===== config.mk =====
export PLATFORM = sky130hd
export DESIGN_NAME = matrix_scan_controller
export DESIGN_NICKNAME = d
export VERILOG_FILES = /design/src/rtl/matrix_scan_controller.sv
export SDC_FILE = /design/constraint.sdc
export NUM_CORES = 1
export LEC_CHECK = 0
export ABC_AREA = 1
export ABC_CLOCK_PERIOD_IN_PS = 1600
export CORE_MARGIN = 2
export CORE_UTILIZATION = 35
export CTS_CLUSTER_DIAMETER = 150
export DETAILED_ROUTE_END_ITERATION = 6
export PLACE_DENSITY = 0.59
export SLEW_MARGIN = 20
export SYNTH_ARGS = -nofsm -noshare
export SYNTH_HDL_FRONTEND = slang
export SYNTH_SLANG_ARGS = --single-unit

===== constraint.sdc =====
create_clock -name clk -period 1.6 [get_ports clk]
set_input_delay 0.4 -clock clk [delete_from_list [all_inputs] [get_ports clk]]
set_output_delay 0.4 -clock clk [all_outputs]
set_load 0.1 [all_outputs]

===== src/rtl/matrix_scan_controller.sv =====
// matrix_scan_controller
//   Column-scan sequencer for a 5x7 LED matrix that sits behind a
//   combinational map decoder. The controller drives the decoder's map_code
//   and enable inputs. It latches the decoder bitmap once per frame and then
//   scans one column at a time, with a blanking gap before every column.
//   New map codes come in through a valid/ready handshake and are applied
//   only at frame boundaries, so a displayed frame never mixes two maps.
//
// Ports
//   clk          system clock, rising edge
//   reset        synchronous, active-high
//   display_on   1 = scan, 0 = display off
//   code_in      requested map code
//   code_valid   code_in valid this cycle
//   code_ready   a code can be accepted (no code pending)
//   map_code     registered map code to the decoder
//   enable       registered decoder enable
//   frame_in     decoder bitmap, active-low, bit c*COLUNE_SIZE+r = col c, row r
//   rows         registered active-low row drive
//   columns      registered one-hot column select
//   frame_start  one-cycle pulse on the first drive cycle of column 0
//
// DATA_WIDTH must equal COLUNE_SIZE*TOTAL_COLUNES. DWELL_CYCLES and
// BLANK_CYCLES must both be >= 1.

// Per-column lane: decides whether this column is the one being selected
// and presents its row slice. When the lane is not selected it drives all
// ones, so the top can AND the lanes together into a single row word.
module matrix_scan_lane #(
  parameter int COLUNE_SIZE = 7,
  parameter int COL_W       = 3,
  parameter int LANE        = 0
) (
  input  logic [COL_W-1:0]       col_idx,
  input  logic [COLUNE_SIZE-1:0] slice,
  output logic                   hit,
  output logic [COLUNE_SIZE-1:0] lane_rows
);
  assign hit       = (col_idx == COL_W'(LANE));
  assign lane_rows = hit ? slice : '1;
endmodule

module matrix_scan_controller #(
  parameter int DATA_WIDTH    = 35,
  parameter int COLUNE_SIZE   = 7,
  parameter int TOTAL_COLUNES = 5,
  parameter int DWELL_CYCLES  = 1000,
  parameter int BLANK_CYCLES  = 16
) (
  input  logic                     clk,
  input  logic                     reset,
  input  logic                     display_on,
  input  logic [2:0]               code_in,
  input  logic                     code_valid,
  output logic                     code_ready,
  output logic [2:0]               map_code,
  output logic                     enable,
  input  logic [DATA_WIDTH-1:0]    frame_in,
  output logic [COLUNE_SIZE-1:0]   rows,
  output logic [TOTAL_COLUNES-1:0] columns,
  output logic                     frame_start
);

  localparam int COL_W   = (TOTAL_COLUNES > 1) ? $clog2(TOTAL_COLUNES) : 1;
  localparam int CNT_MAX = (DWELL_CYCLES > BLANK_CYCLES) ? DWELL_CYCLES : BLANK_CYCLES;
  localparam int CNT_W   = (CNT_MAX > 1) ? $clog2(CNT_MAX) : 1;

  typedef enum logic [1:0] {S_OFF, S_BLANK, S_DRIVE} state_t;

  state_t                  state;
  logic [CNT_W-1:0]        cnt;
  logic [COL_W-1:0]        col_idx;
  logic [DATA_WIDTH-1:0]   frame_reg;
  logic [2:0]              pending_code;
  logic                    pending_valid;

  logic                    accept;
  logic                    last_col;
  logic [DATA_WIDTH-1:0]   frame_src;
  logic [TOTAL_COLUNES-1:0]                  col_hit;
  logic [TOTAL_COLUNES-1:0][COLUNE_SIZE-1:0] lane_rows;
  logic [COLUNE_SIZE-1:0]  drive_rows;

  assign code_ready = !pending_valid;
  assign accept     = code_valid && !pending_valid;
  assign last_col   = (col_idx == COL_W'(TOTAL_COLUNES-1));

  // Column 0 captures frame_in on the same edge it starts driving, so its
  // rows must come straight from frame_in rather than the stale frame_reg.
  assign frame_src = (col_idx == '0) ? frame_in : frame_reg;

  for (genvar g = 0; g < TOTAL_COLUNES; g++) begin : g_lane
    matrix_scan_lane #(
      .COLUNE_SIZE (COLUNE_SIZE),
      .COL_W       (COL_W),
      .LANE        (g)
    ) u_lane (
      .col_idx   (col_idx),
      .slice     (frame_src[g*COLUNE_SIZE +: COLUNE_SIZE]),
      .hit       (col_hit[g]),
      .lane_rows (lane_rows[g])
    );
  end

  always_comb begin
    drive_rows = '1;
    for (int i = 0; i < TOTAL_COLUNES; i++)
      drive_rows = drive_rows & lane_rows[i];
  end

  always_ff @(posedge clk) begin
    if (reset) begin
      state         <= S_OFF;
      cnt           <= '0;
      col_idx       <= '0;
      frame_reg     <= '1;
      pending_code  <= '0;
      pending_valid <= 1'b0;
      map_code      <= '0;
      enable        <= 1'b0;
      columns       <= '0;
      rows          <= '1;
      frame_start   <= 1'b0;
    end else begin
      frame_start <= 1'b0;

      // Accept and boundary-apply are mutually exclusive: one needs
      // pending_valid low, the other needs it high.
      if (accept) begin
        pending_code  <= code_in;
        pending_valid <= 1'b1;
      end

      case (state)
        S_OFF: begin
          columns <= '0;
          rows    <= '1;
          enable  <= 1'b0;
          // Nothing is on screen, so a pending code can be applied at once.
          if (pending_valid) begin
            map_code      <= pending_code;
            pending_valid <= 1'b0;
          end
          if (display_on) begin
            state   <= S_BLANK;
            col_idx <= '0;
            cnt     <= CNT_W'(BLANK_CYCLES-1);
            enable  <= 1'b1;
          end
        end

        S_BLANK: begin
          if (!display_on) begin
            state   <= S_OFF;
            col_idx <= '0;
            cnt     <= '0;
            enable  <= 1'b0;
            columns <= '0;
            rows    <= '1;
          end else if (cnt == '0) begin
            state   <= S_DRIVE;
            cnt     <= CNT_W'(DWELL_CYCLES-1);
            columns <= col_hit;
            rows    <= drive_rows;
            if (col_idx == '0) begin
              frame_reg   <= frame_in;
              frame_start <= 1'b1;
            end
          end else begin
            cnt <= cnt - CNT_W'(1);
          end
        end

        S_DRIVE: begin
          if (!display_on) begin
            state   <= S_OFF;
            col_idx <= '0;
            cnt     <= '0;
            enable  <= 1'b0;
            columns <= '0;
            rows    <= '1;
          end else if (cnt == '0) begin
            state   <= S_BLANK;
            cnt     <= CNT_W'(BLANK_CYCLES-1);
            columns <= '0;
            rows    <= '1;
            if (last_col) begin
              // Frame boundary: the new code lands in the first blank cycle
              // so the decoder output settles before the next capture.
              col_idx <= '0;
              if (pending_valid) begin
                map_code      <= pending_code;
                pending_valid <= 1'b0;
              end
            end else begin
              col_idx <= col_idx + COL_W'(1);
            end
          end else begin
            cnt <= cnt - CNT_W'(1);
          end
        end

        default: begin
          state   <= S_OFF;
          col_idx <= '0;
          cnt     <= '0;
          enable  <= 1'b0;
          columns <= '0;
          rows    <= '1;
        end
      endcase
    end
  end

endmodule


# After elaboration in Yosys (flattened, before gate mapping)
# Index checks and enable logic that the tools add are counted.
[totals]
regBits = 71
input_bits = 42
output_inout_bits = 18
wordCells = 96
[op_classes]
n_addsub = 2
n_eq_ne = 14
mux = 49
n_bitwise = 7
n_reduce_logical = 13
[op_table]
columns = ["op", "count"]
rows = [
  ["two-way mux 7 bit", 9],
  ["two-way mux 10 bit", 5],
  ["two-way mux 35 bit", 1],
  ["one-hot mux 10 bit (3 select lines)", 1],
  ["AND 7 bit", 4],
  ["two-way mux 3 bit", 9],
  ["two-way mux 5 bit", 4],
  ["one-hot mux 7 bit (2 select lines)", 1],
  ["logical NOT 10 bit", 1],
  ["two-way mux 2 bit", 5],
  ["!= test 2 bit (second input constant)", 5],
  ["one-hot mux 5 bit (2 select lines)", 1],
  ["subtractor 10 x 1 -> 10 bit (second input constant)", 1],
  ["one-hot mux 3 bit (3 select lines)", 1],
  ["AND reduction 3 bit", 3],
  ["two-way mux 1 bit", 8],
  ["equality test 3 x 2 -> 1 bit (second input constant)", 2],
  ["!= test 3 bit (second input constant)", 2],
  ["one-hot mux 2 bit (3 select lines)", 1],
  ["one-hot mux 3 bit (2 select lines)", 1],
  ["one-hot mux 1 bit (2 select lines)", 2],
  ["AND reduction 4 bit", 1],
  ["OR reduction 4 bit", 1],
  ["adder 3 x 1 -> 3 bit (second input constant)", 1],
  ["other kinds (13)", 15],
]

# Longest topological paths before layout
# Gate-level depths: netlist of the first run.
[depth]
depth_word = 10
ltp_mapped = 11
mapped_depth_nobuf = 11

# Hierarchy
# A second synthesis of the first run with hierarchy kept.
[unflattened]
hier_cells = 545
hier_area_um2 = 3971.3
[modules_own_cells]
columns = ["mod", "instances", "cells_each", "area_each_um2", "seq_area_each_um2"]
rows = [
  ["matrix_scan_controller", 1, 455, 3552.2, 1421.4],
  ["matrix_scan_lane at g_lane[1].u_lane ...", 2, 18, 85.1, 0.0],
  ["matrix_scan_lane at g_lane[4].u_lane", 1, 19, 91.3, 0.0],
  ["matrix_scan_lane at g_lane[0].u_lane", 1, 19, 87.6, 0.0],
  ["matrix_scan_lane at g_lane[3].u_lane", 1, 16, 70.1, 0.0],
]

# Worst setup path after synthesis of the first run
# OpenSTA, ideal clock, no wires.
[synth_timing]
path_type = "reg2reg"
startpoint = "reg state[0]"
endpoint = "reg rows[0]"
setup_time_ns = 0.119
t_arrival_ns = 1.461
required_ns = 1.481
slack_ns = 0.020
path_stages_with_launch = 12
n_path_buf = 1
period_less_slack_ns = 1.580
cell_sequence = "dfxtp_1 -> inv_1 -> ha_1 -> nand2_1 -> inv_1 -> nor2_1 -> inv_1 -> nand2_1 -> inv_1 -> buf_6 -> a21oi_1 -> nand2_1"
[synth_between]
elab_chain_cells = 3
word_cells_on_any_way = 6
cone_classes = "eq/ne (4); mux (1); reduce/logical (1)"
[synth_lines]
columns = ["element", "line", "text"]
rows = [
  ["from (decl)", "70", "state_t state;"],
  ["from (signal assigned)", "113", "state <= S_OFF;"],
  ["from (signal assigned)", "145", "state <= S_BLANK;"],
  ["from (signal assigned)", "154", "state <= S_OFF;"],
  ["equality test 2 x 1 -> 1 bit or equality test 2 bit (tied branches)", "134", "case (state)"],
  ["!= test 3 bit (no line)", "--", ""],
  ["AND reduction 2 bit (no line)", "--", ""],
  ["to (signal assigned)", "164", "rows <= drive_rows;"],
  ["to (decl)", "59", "output logic [COLUNE_SIZE-1:0] rows,"],
]
# Several ways; a longest one is shown, not always the timed one.
# A chain may end at the register's enable or synchronous reset.

# Worst setup path after layout of the first run
[layout_timing]
startpoint = "reg col_idx[1]"
endpoint = "reg rows[6]"
[layout_between]
elab_chain_cells = 10
word_cells_on_any_way = 18
cone_classes = "eq/ne (4); mux (9); bitwise (4); reduce/logical (1)"
[layout_lines]
columns = ["element", "line", "text"]
rows = [
  ["from (decl)", "72", "logic [COL_W-1:0] col_idx;"],
  ["from (signal assigned)", "196", "col_idx <= col_idx + COL_W'(1);"],
  ["logical NOT 3 bit", "39, 90", ""],
  ["two-way mux 35 bit", "--", ""],
  ["two-way mux 7 bit", "40", "assign lane_rows = hit ? slice : '1;"],
  ["AND 7 bit (3 in series)", "108", "drive_rows = drive_rows & lane_rows[i];"],
  ["AND 7 bit (*)", "108", ""],
  ["two-way mux 7 bit (*)", "160", "end else if (cnt == '0) begin"],
  ["two-way mux 7 bit (*)", "153", "if (!display_on) begin"],
  ["one-hot mux 7 bit (2 select lines) (*)", "134", ""],
]
# Every way passes the cells marked *; elsewhere a longest branch is shown, timed or not. The select of a mux whose other input is x is not followed.

==> results of run 1 <==
## where the power goes
part	internal, uW	total [uW]	leakage [uW]	switching, uW
logic	837	1980	0.00166	1150
registers	1710	1810	0.000523	93.0
clock network	879	1540	0.000110	660
total	3430	5330	0.00229	1900
## synth_stat cells, drive strengths merged
cell	instances
nand4	5
xor2	3
o22ai	4
nand3	43
clkbuf	8
nor2	43
buf	11
o21ai	16
or2	6
a21oi	28
o211ai	9
xnor2	1
nand2	187
ha	10
dfxtp	64
mux2i	3
and3	1
inv	39
a211oi	1
nor3	3
## cells by family after synthesis
kind of cell	count (synthesis)	synth area share, %
AO/OA/AOI/OAI	58	9.89
XOR/XNOR	4	1.07
adder cells (fa/ha/maj)	10	3.82
buffers and inverters	58	7.87
flip-flops	64	39.1
multiplexers	3	0.917
AND/OR/NAND/NOR	288	37.3
## final cells by class
type | instances | share of cell area (%)
Timing Repair Buffer | 112 | 25.2
Clock inverter | 7 | 1.93
Sequential cell | 64 | 26.1
Clock buffer | 9 | 2.51
Tap cell | 111 | 2.82
Inverter | 39 | 3.32
Multi-Input combinational cell | 363 | 38.2
## through the flow
stage          TNS (ns)  instances
2_1_floorplan         0        485
3_3_place_gp     -13.54        683
3_5_place_dp     -15.73        683
4_1_cts               0        699
5_1_grt         -0.0343        705
6_report              0        705
## layer usage
layer	vias to the layer above	share of wire [%]
met2	89	49
met1	1500	44
met5	-	0
li1	1772	-
met3	14	6.1
met4	0	1.5
## how the worst min path moves through the flow
stage | end | slack, ns | depth (start not counted)
3_3_place_gp | frame_reg[30] | 0.44 | 2
4_1_cts | frame_reg[28] | 0.47 | 2
6_report | frame_reg[28] | 0.47 | 2
3_5_place_dp | frame_reg[28] | 0.45 | 2
5_1_grt | cnt[1] | 0.50 | 2
2_1_floorplan | frame_reg[28] | 0.43 | 2
## timing repair
| action | in CTS | in global routing |
|---|---|---|
| hold buffers | 0 | 0 |
| gates resized for setup | 11 | 52 |
| pin swaps | 0 | 12 |
| endpoints found under the hold margin | 0 | 0 |
| setup buffers | 0 | 7 |
| endpoints found under the setup margin | 14 | 51 |
## critical path, delay by kind of cell, from the launching register on
| kind | cells | cell delay, ns |
|---|---|---|
| AO/OA/AOI/OAI | 1 | 0.12 |
| adder cells (fa/ha/maj) | 1 | 0.17 |
| buffers and inverters | 2 | 0.25 |
| flip-flops | 1 | 0.32 |
| AND/OR/NAND/NOR | 5 | 0.59 |
==> results.yml, run 1 <==
synth:
  synth-seq-cells: 64
  synth_largest_area_cell: "dfxtp_1"
  netlist_top_cells_area: "dfxtp_1, nand2_1, nand3_1"
  synth_seq_area_share_pct: 39.1
  synth_nets: 537
  yosys_warnings: 0
  postSynthAreaPerCell_um2: 6.75
  ys_types: 29
  yosys.area.top_type_share_pct: 39.1
  netlist_area_um2: 3280
  synthCells: 485
timing:
  skew_ns: 0.00700
  fin_crit_sh_pct: 97.4
  setup_violations: 0
  final.min_clock_period_ns: 1.56
  tightest_slew_ns: 0.320
  finalHoldViolCount: 0
  finalMaxSlewViolations: 0
  relSlewSlack_pct: 78.6
  max_clock_freq_mhz: 641
  holdWs_ns: 0.468
  setup_slack_ns: 0.0411
grt:
  grt_max_degree: 25
  use_met1_pct: 22.4
  grt_pass1_vias: 3245
  grt_pass1_wl_um: 14800
  globalRouteTotalUtil_pct: 18.5
  grt_use_met2_pct: 31.7
  grtUsageMet3_pct: 5.55
  antenna_found_initial: 0
  top_usage_layer: "met2"
  grt.overflow.total: 0
routing:
  drc_errors: 0
  via_per_inst: 4.79
  wl_um: 9110
  num_vias: 3375
  dr.pass1.iters: 4
  drt-initial-drc-count: 115
  final_antenna_net_count: 0
  wl_per_cell_um: 12.9
die:
  fp-row-count: 35
  die-area_um2: 10100
  die_height_um: 101
  die_x_um: 101
  initial_core_util_pct: 35.8
  io_pins: 60
  core_area_um2: 9150
clock_tree:
  clockBufferDepth: 2
  numCtsBuffers: 9
  clk_pin_slew_worst_paths_ns: 0.08
  worst_skew_pair.late_latency_ns: 0.35
  htreeDepth: 3
  cts-root-buf: "clkbuf_8"
  cts_sinks: 64
  cts_tree: "done"
finish:
  nets: 641
  nFillCells: 839
  largest_reg_flops: 28
  final_core_util_pct: 53.9
  final_cell_mix: "nand2_1, dfxtp_1, buf_4"
  drive_gt1_share_pct: 24.7
  antenna_cells: 0
  seqCellArea_um2: 1290
  area_growth_pct: 50.5
  mostFrequentLayoutCell: "nand2_1"
  multi_input_area_um2: 1880
  design_area_um2: 4930
power_and_ir_drop:
  pwr_density_cell_nw_per_um2: 1080
  power.total_uw: 5330
  vdd_drop_max_mv: 0.525
  power_leakage_uw: 0.00229
setup_path:
  start_kind: "flop"
  cp_cell_sequence: "inv_2 > ha_4 > nand2_8 > buf_4 > or2_2 > o21ai_0 > nor2_1 > nand4_1 > nand2_1"
  required_ns: 1.85
  critPathArrivalTime_ns: 1.80
  rrSetupSlack_ns: 0.04
  crit_slowest_cell: "dfxtp_1"
  max_stage_delay_ns: 0.32
  critPathLaunch: "col_idx[1]"
  r2r_cells: 9
  crit_fanout: 8
  criticalPathCategory: "flop to flop"
  r2r_end: "rows[6]"
  setup.worst_path.end_class: "flop"
  reg2reg_from: "col_idx[1]"
  endpoint: "rows[6]"
placed_design:
  place_area_um2: 4490
  place_ws_ns: -0.384
  hpwl_um: 6870
  gp_congestion: 0.837
  portBuffers: 59
min_path:
  min_path_type: "flop to flop"
  min_from: "frame_reg[28]"
job:
  drv_cap: 0
run_status:
  outcome: "complete, no violations"
No activity file was read; power rests on OpenSTA's default activity.
==> run 2: changes to the inputs <==
CORE_MARGIN = not set   (was 2)
SETUP_SLACK_MARGIN = 0.3   (was not set)
==> run 2 against run 1 <==
Sequential power barely moved. Largest power group unchanged. Largest cell class unchanged. Clock power down 7%. Utilization increased by 5.9 points. Via count increased by 3.8%.
==> results.yml, run 2 (synthesis results as in run 1) <==
routing:
  wl_um: 9990
  final_antenna_net_count: 0
  drc_errors: 0
  wl_per_cell_um: 14.0
  dr.pass1.iters: 4
  num_vias: 3502
  via_per_inst: 4.92
  drt-initial-drc-count: 139
power_and_ir_drop:
  pwr_density_cell_nw_per_um2: 1040
  p_comb_share_pct: 41.3
  vdd_drop_max_mv: 0.522
  switching_power_uw: 2030
  power_leakage_uw: 0.00238
  clock_power_share_pct: 25.9
  p_sw_share_pct: 36.7
  p_int_uw: 3500
  seqPwrFrac_pct: 32.8
  power.total_uw: 5530
grt:
  grt_pass1_wl_um: 16200
  grt_pass1_vias: 3448
  grt_max_degree: 21
  globalRouteTotalUtil_pct: 21.1
  grt.overflow.total: 0
  antenna_found_initial: 0
setup_path:
  critPathLaunch: "cnt[0]"
  start_kind: "flop"
  r2r_end: "frame_reg[17]"
  setup.worst_path.end_class: "flop"
  criticalPathCategory: "flop to flop"
  critPathArrivalTime_ns: 1.77
  reg2reg_from: "cnt[0]"
  crit_slowest_cell: "dfxtp_2"
  cp_cell_sequence: "inv_2 > ha_4 > nand2_4 > nor2_4 > nand3_4 > inv_6 > clkbuf_16 > nand2_1 > nand3_1"
  r2r_cells: 9
  rrSetupSlack_ns: 0.13
  crit_fanout: 9
  required_ns: 1.89
  max_stage_delay_ns: 0.33
run_status:
  outcome: "complete, no violations"
timing:
  finalMaxSlewViolations: 0
  final.min_clock_period_ns: 1.47
  relSlewSlack_pct: 82.8
  tightest_slew_ns: 0.258
  skew_ns: 0.0148
  finalHoldViolCount: 0
  rsz0062_at_grt: "true"
  holdWs_ns: 0.464
  setup_violations: 0
  fin_crit_sh_pct: 92.1
  max_clock_freq_mhz: 679
finish:
  mostFrequentLayoutCell: "nand2_1"
  final_core_util_pct: 59.8
  final_cell_mix: "nand2_1, buf_4, nand3_1, clkdlybuf4s50_1, dfxtp_1"
  area_growth_pct: 62.2
  antenna_cells: 0
  drive_gt1_share_pct: 37.3
  largest_reg_flops: 28
  nets: 651
clock_tree:
  clk_pin_slew_worst_paths_ns: 0.08
  clockBufferDepth: 2
  cts-root-buf: "clkbuf_8"
  numCtsBuffers: 9
  cts_sinks: 64
  cts_hold_buffers: 0
  cts_tree: "done"
  htreeDepth: 3
  worst_skew_pair.late_latency_ns: 0.35
min_path:
  min_from: "frame_reg[29]"
  hold_end: "frame_reg[29]"
  min_path_type: "flop to flop"
  hold_depth: 2
die:
  die_height_um: 98.7
  die_x_um: 98.7
  io_pins: 60
  die-area_um2: 9750
  initial_core_util_pct: 36.8
  core_area_um2: 8890
  fp-row-count: 34
placed_design:
  hpwl_um: 7060
  gp_congestion: 0.897
  portBuffers: 59
job:
  drv_cap: 0
[run 2: cell types whose count changed in the layout (fill, tap and decap cells not counted), moves of 7 or more]
| cell | change |
|---|---|
| dfxtp_1 | -22 |
| dfxtp_2 | +15 |
| nand2_1 | -14 |
| nor2_1 | -9 |
| inv_1 | -8 |
| inv_4 | +8 |
| nand2_2 | +8 |
| dfxtp_4 | +7 |
[run 2: routing by layer]
layer / track usage, % / up-vias / wire length [um]
met5: 0 / - / 0
met4: 5.97 / 0 / 151
met3: 5.46 / 11 / 463
met2: 36.9 / 73 / 4970
met1: 25.5 / 1640 / 4410
li1: - / 1778 / -
[run 2: what timing repair did]
item                       CTS  global route
pin swaps                   27            29
setup endpoints to repair   71            75
buffers inserted            23             9
cloned                       1             1
gates resized for setup     67            36
[run 2: area by class of cell]
class | instances | area [um^2]
clock inverters | 2 | 37.5
flip-flops and latches | 64 | 1330
repair buffers | 122 | 1340
inverters | 39 | 188
clock buffers | 14 | 163
well taps | 108 | 135
multi-input cells | 363 | 2120
fillers | 794 | 3580
[run 2: how the worst max path moves through the flow]
stage                          to  slack, ns  depth (start not counted)
finish              frame_reg[17]       0.13                          9
global route              rows[0]       0.05                          9
CTS                 frame_reg[31]       0.12                          8
detailed placement        rows[5]      -0.31                         10
global placement          rows[2]      -0.27                         10
floorplan           frame_reg[32]       0.22                          8
[run 2: critical path, delay by kind of cell (launching register included)]
kind                       cells  cell delay [ns]
buffers and inverters          3             0.41
and+or+nand+nor                5             0.51
DFF                            1             0.33
adders and majority gates      1             0.15
[run 2: power by group through the flow]
stage	registers, uW	clock network, uW	logic (uW)
6_report	1820	1430	2280
5_1_grt	1830	1540	2480
4_1_cts	1820	1470	2160
3_5_place_dp	1850	0	1810
3_3_place_gp	1850	0	1790
2_1_floorplan	1980	0	1110
[run 2: per-stage QoR]
stage	worst slack, ns	TNS (ns)	instance area (um^2)	cells
after floorplan	0.224	0	3490	485
after global placement	-0.269	-11.97	4520	662
after detailed placement	-0.315	-13.66	4520	662
after CTS	0.123	0	5110	702
after global routing	0.0493	0	5310	712
final	0.126	0	5310	712
==> run 3: changes to the inputs <==
MAX_ROUTING_LAYER = met4   (was not set)
RECOVER_POWER = 100   (was not set)
==> run 3 against run 2 <==
Flip-flop and latch count unchanged. Register-to-register slack worse by 0.09 ns. Final cell count up 1.4%. Global-route usage up 0.66 points. Sequential share of layout area up 0.48 points. Clock skew about the same. Sequential power about the same. Via count up 3.2%. Routed wire length up 6.8%. Utilization down 1.3 points. Worst setup slack worse by 0.087 ns. Clock power about the same.
==> results.yml, run 3 (synthesis results as in run 1) <==
run_status:
  outcome: "complete, no violations"
clock_tree:
  clockBufferDepth: 2
  cts_sinks: 64
  cts_tree: "done"
  clk_pin_slew_worst_paths_ns: 0.08
  numCtsBuffers: 9
  cts_hold_buffers: 0
  cts-root-buf: "clkbuf_8"
  htreeDepth: 3
  worst_skew_pair.late_latency_ns: 0.35
finish:
  nFillCells: 806
  mostFrequentLayoutCell: "nand2_1"
  nets: 661
  drive_gt1_share_pct: 38.1
  final_cells: 722
  final_cell_mix: "nand2_1, buf_4, dfxtp_1"
  multi_input_area_um2: 2130
  antenna_cells: 0
  largest_reg_flops: 28
  seqCellArea_um2: 1330
  design_area_um2: 5200
  area_growth_pct: 58.7
grt:
  antenna_found_initial: 0
  grt.overflow.total: 0
  grt_pass1_vias: 3438
  grt_pass1_wl_um: 16200
  grt_max_degree: 21
  globalRouteTotalUtil_pct: 21.7
placed_design:
  gp_congestion: 0.912
  place_area_um2: 4520
  portBuffers: 59
  hpwl_um: 7060
  dp.cells: 662
  place_ws_ns: -0.315
die:
  die_height_um: 98.7
  core_area_um2: 8890
  die_x_um: 98.7
  io_pins: 60
  die-area_um2: 9750
  initial_core_util_pct: 36.8
  fp-row-count: 34
routing:
  wl_per_cell_um: 14.8
  dr.pass1.iters: 4
  drt-initial-drc-count: 189
  final_antenna_net_count: 0
  num_vias: 3614
  via_per_inst: 5.01
  wl_um: 10700
  drc_errors: 0
timing:
  max_clock_freq_mhz: 641
  skew_ns: 0.0146
  final.min_clock_period_ns: 1.56
  setup_slack_ns: 0.0394
  relSlewSlack_pct: 79.9
  rsz0062_at_grt: "true"
  tightest_slew_ns: 0.301
  setup_violations: 0
  fin_crit_sh_pct: 97.5
  finalHoldViolCount: 0
  finalMaxSlewViolations: 0
setup_path:
  crit_fanout: 3
  criticalPathCategory: "flop to flop"
  critPathArrivalTime_ns: 1.79
  start_kind: "flop"
  required_ns: 1.83
  setup.worst_path.end_class: "flop"
  cp_cell_sequence: "inv_2 > ha_4 > nand2_1 > nor2_1 > nand4_1 > nand2_4 > nand2_2 > o21ai_1 > nor2_1"
  crit_slowest_cell: "dfxtp_1"
  max_stage_delay_ns: 0.33
  critical_path.most_common_cell: "nor2_1"
power_and_ir_drop:
  vdd_drop_max_mv: 0.523
  power_leakage_uw: 0.00235
  pwr_density_cell_nw_per_um2: 1070
job:
  drv_cap: 0
min_path:
  min_path_type: "flop to flop"
## run 3: critical path: cells and delay by family (launching register included)
| kind | cells | cell delay, ns |
|---|---|---|
| adders and majority gates | 1 | 0.15 |
| AOI/OAI and AO/OA | 1 | 0.13 |
| buffers and inverters | 1 | 0.08 |
| and+or+nand+nor | 6 | 0.75 |
| DFF | 1 | 0.33 |
## run 3: repair_timing
item,CTS,global route
pin swaps,27,30
endpoints found under the setup margin,71,76
buffers inserted,23,15
gates resized for setup,67,43
gates cloned,1,5
## run 3: metal layers
layer | vias to the layer above | track usage, % | wire (um)
met5 | - | - | 0
met4 | 0 | 5.97 | 197
met3 | 18 | 5.32 | 489
met2 | 94 | 36.9 | 5290
met1 | 1694 | 25.6 | 4680
li1 | 1808 | - | -
## run 3: layout make-up
| type | instances | share of cell area (%) |
|---|---|---|
| clock buffers | 14 | 3.13 |
| multi-input cells | 364 | 41.0 |
| repair buffers | 131 | 23.2 |
| inverters | 39 | 3.75 |
| clock inverters | 2 | 0.722 |
| well taps | 108 | 2.60 |
| flip-flops and latches | 64 | 25.5 |
## run 3: path summary, 6_finish.rpt
kind / from / endpoint / slack, ns / cells after the start
worst min-delay path: enable / enable / 0.45 / 2
worst max register to register: cnt[0] / col_idx[0] / 0.04 / 9
worst min register to register: enable / enable / 0.45 / 2
worst max-delay path: cnt[0] / col_idx[0] / 0.04 / 9
## run 3: through the flow
stage                     TNS [ns]  hold WS, ns  util (%)  power [uW]
final                            0        0.450      58.5        5550
after CTS                        0        0.461      57.4        5450
after global placement      -11.97        0.440      50.9        3640
after detailed placement    -13.66        0.445      50.9        3660
after floorplan                  0        0.429         -        3090
after global routing       -0.0253        0.477      58.5        5860
## run 3: power breakdown
| part | internal (uW) | total, uW | switching, uW |
|---|---|---|---|
| clock | 808 | 1440 | 632 |
| combinational | 963 | 2310 | 1350 |
| sequential | 1710 | 1800 | 87.3 |
| total | 3490 | 5550 | 2070 |
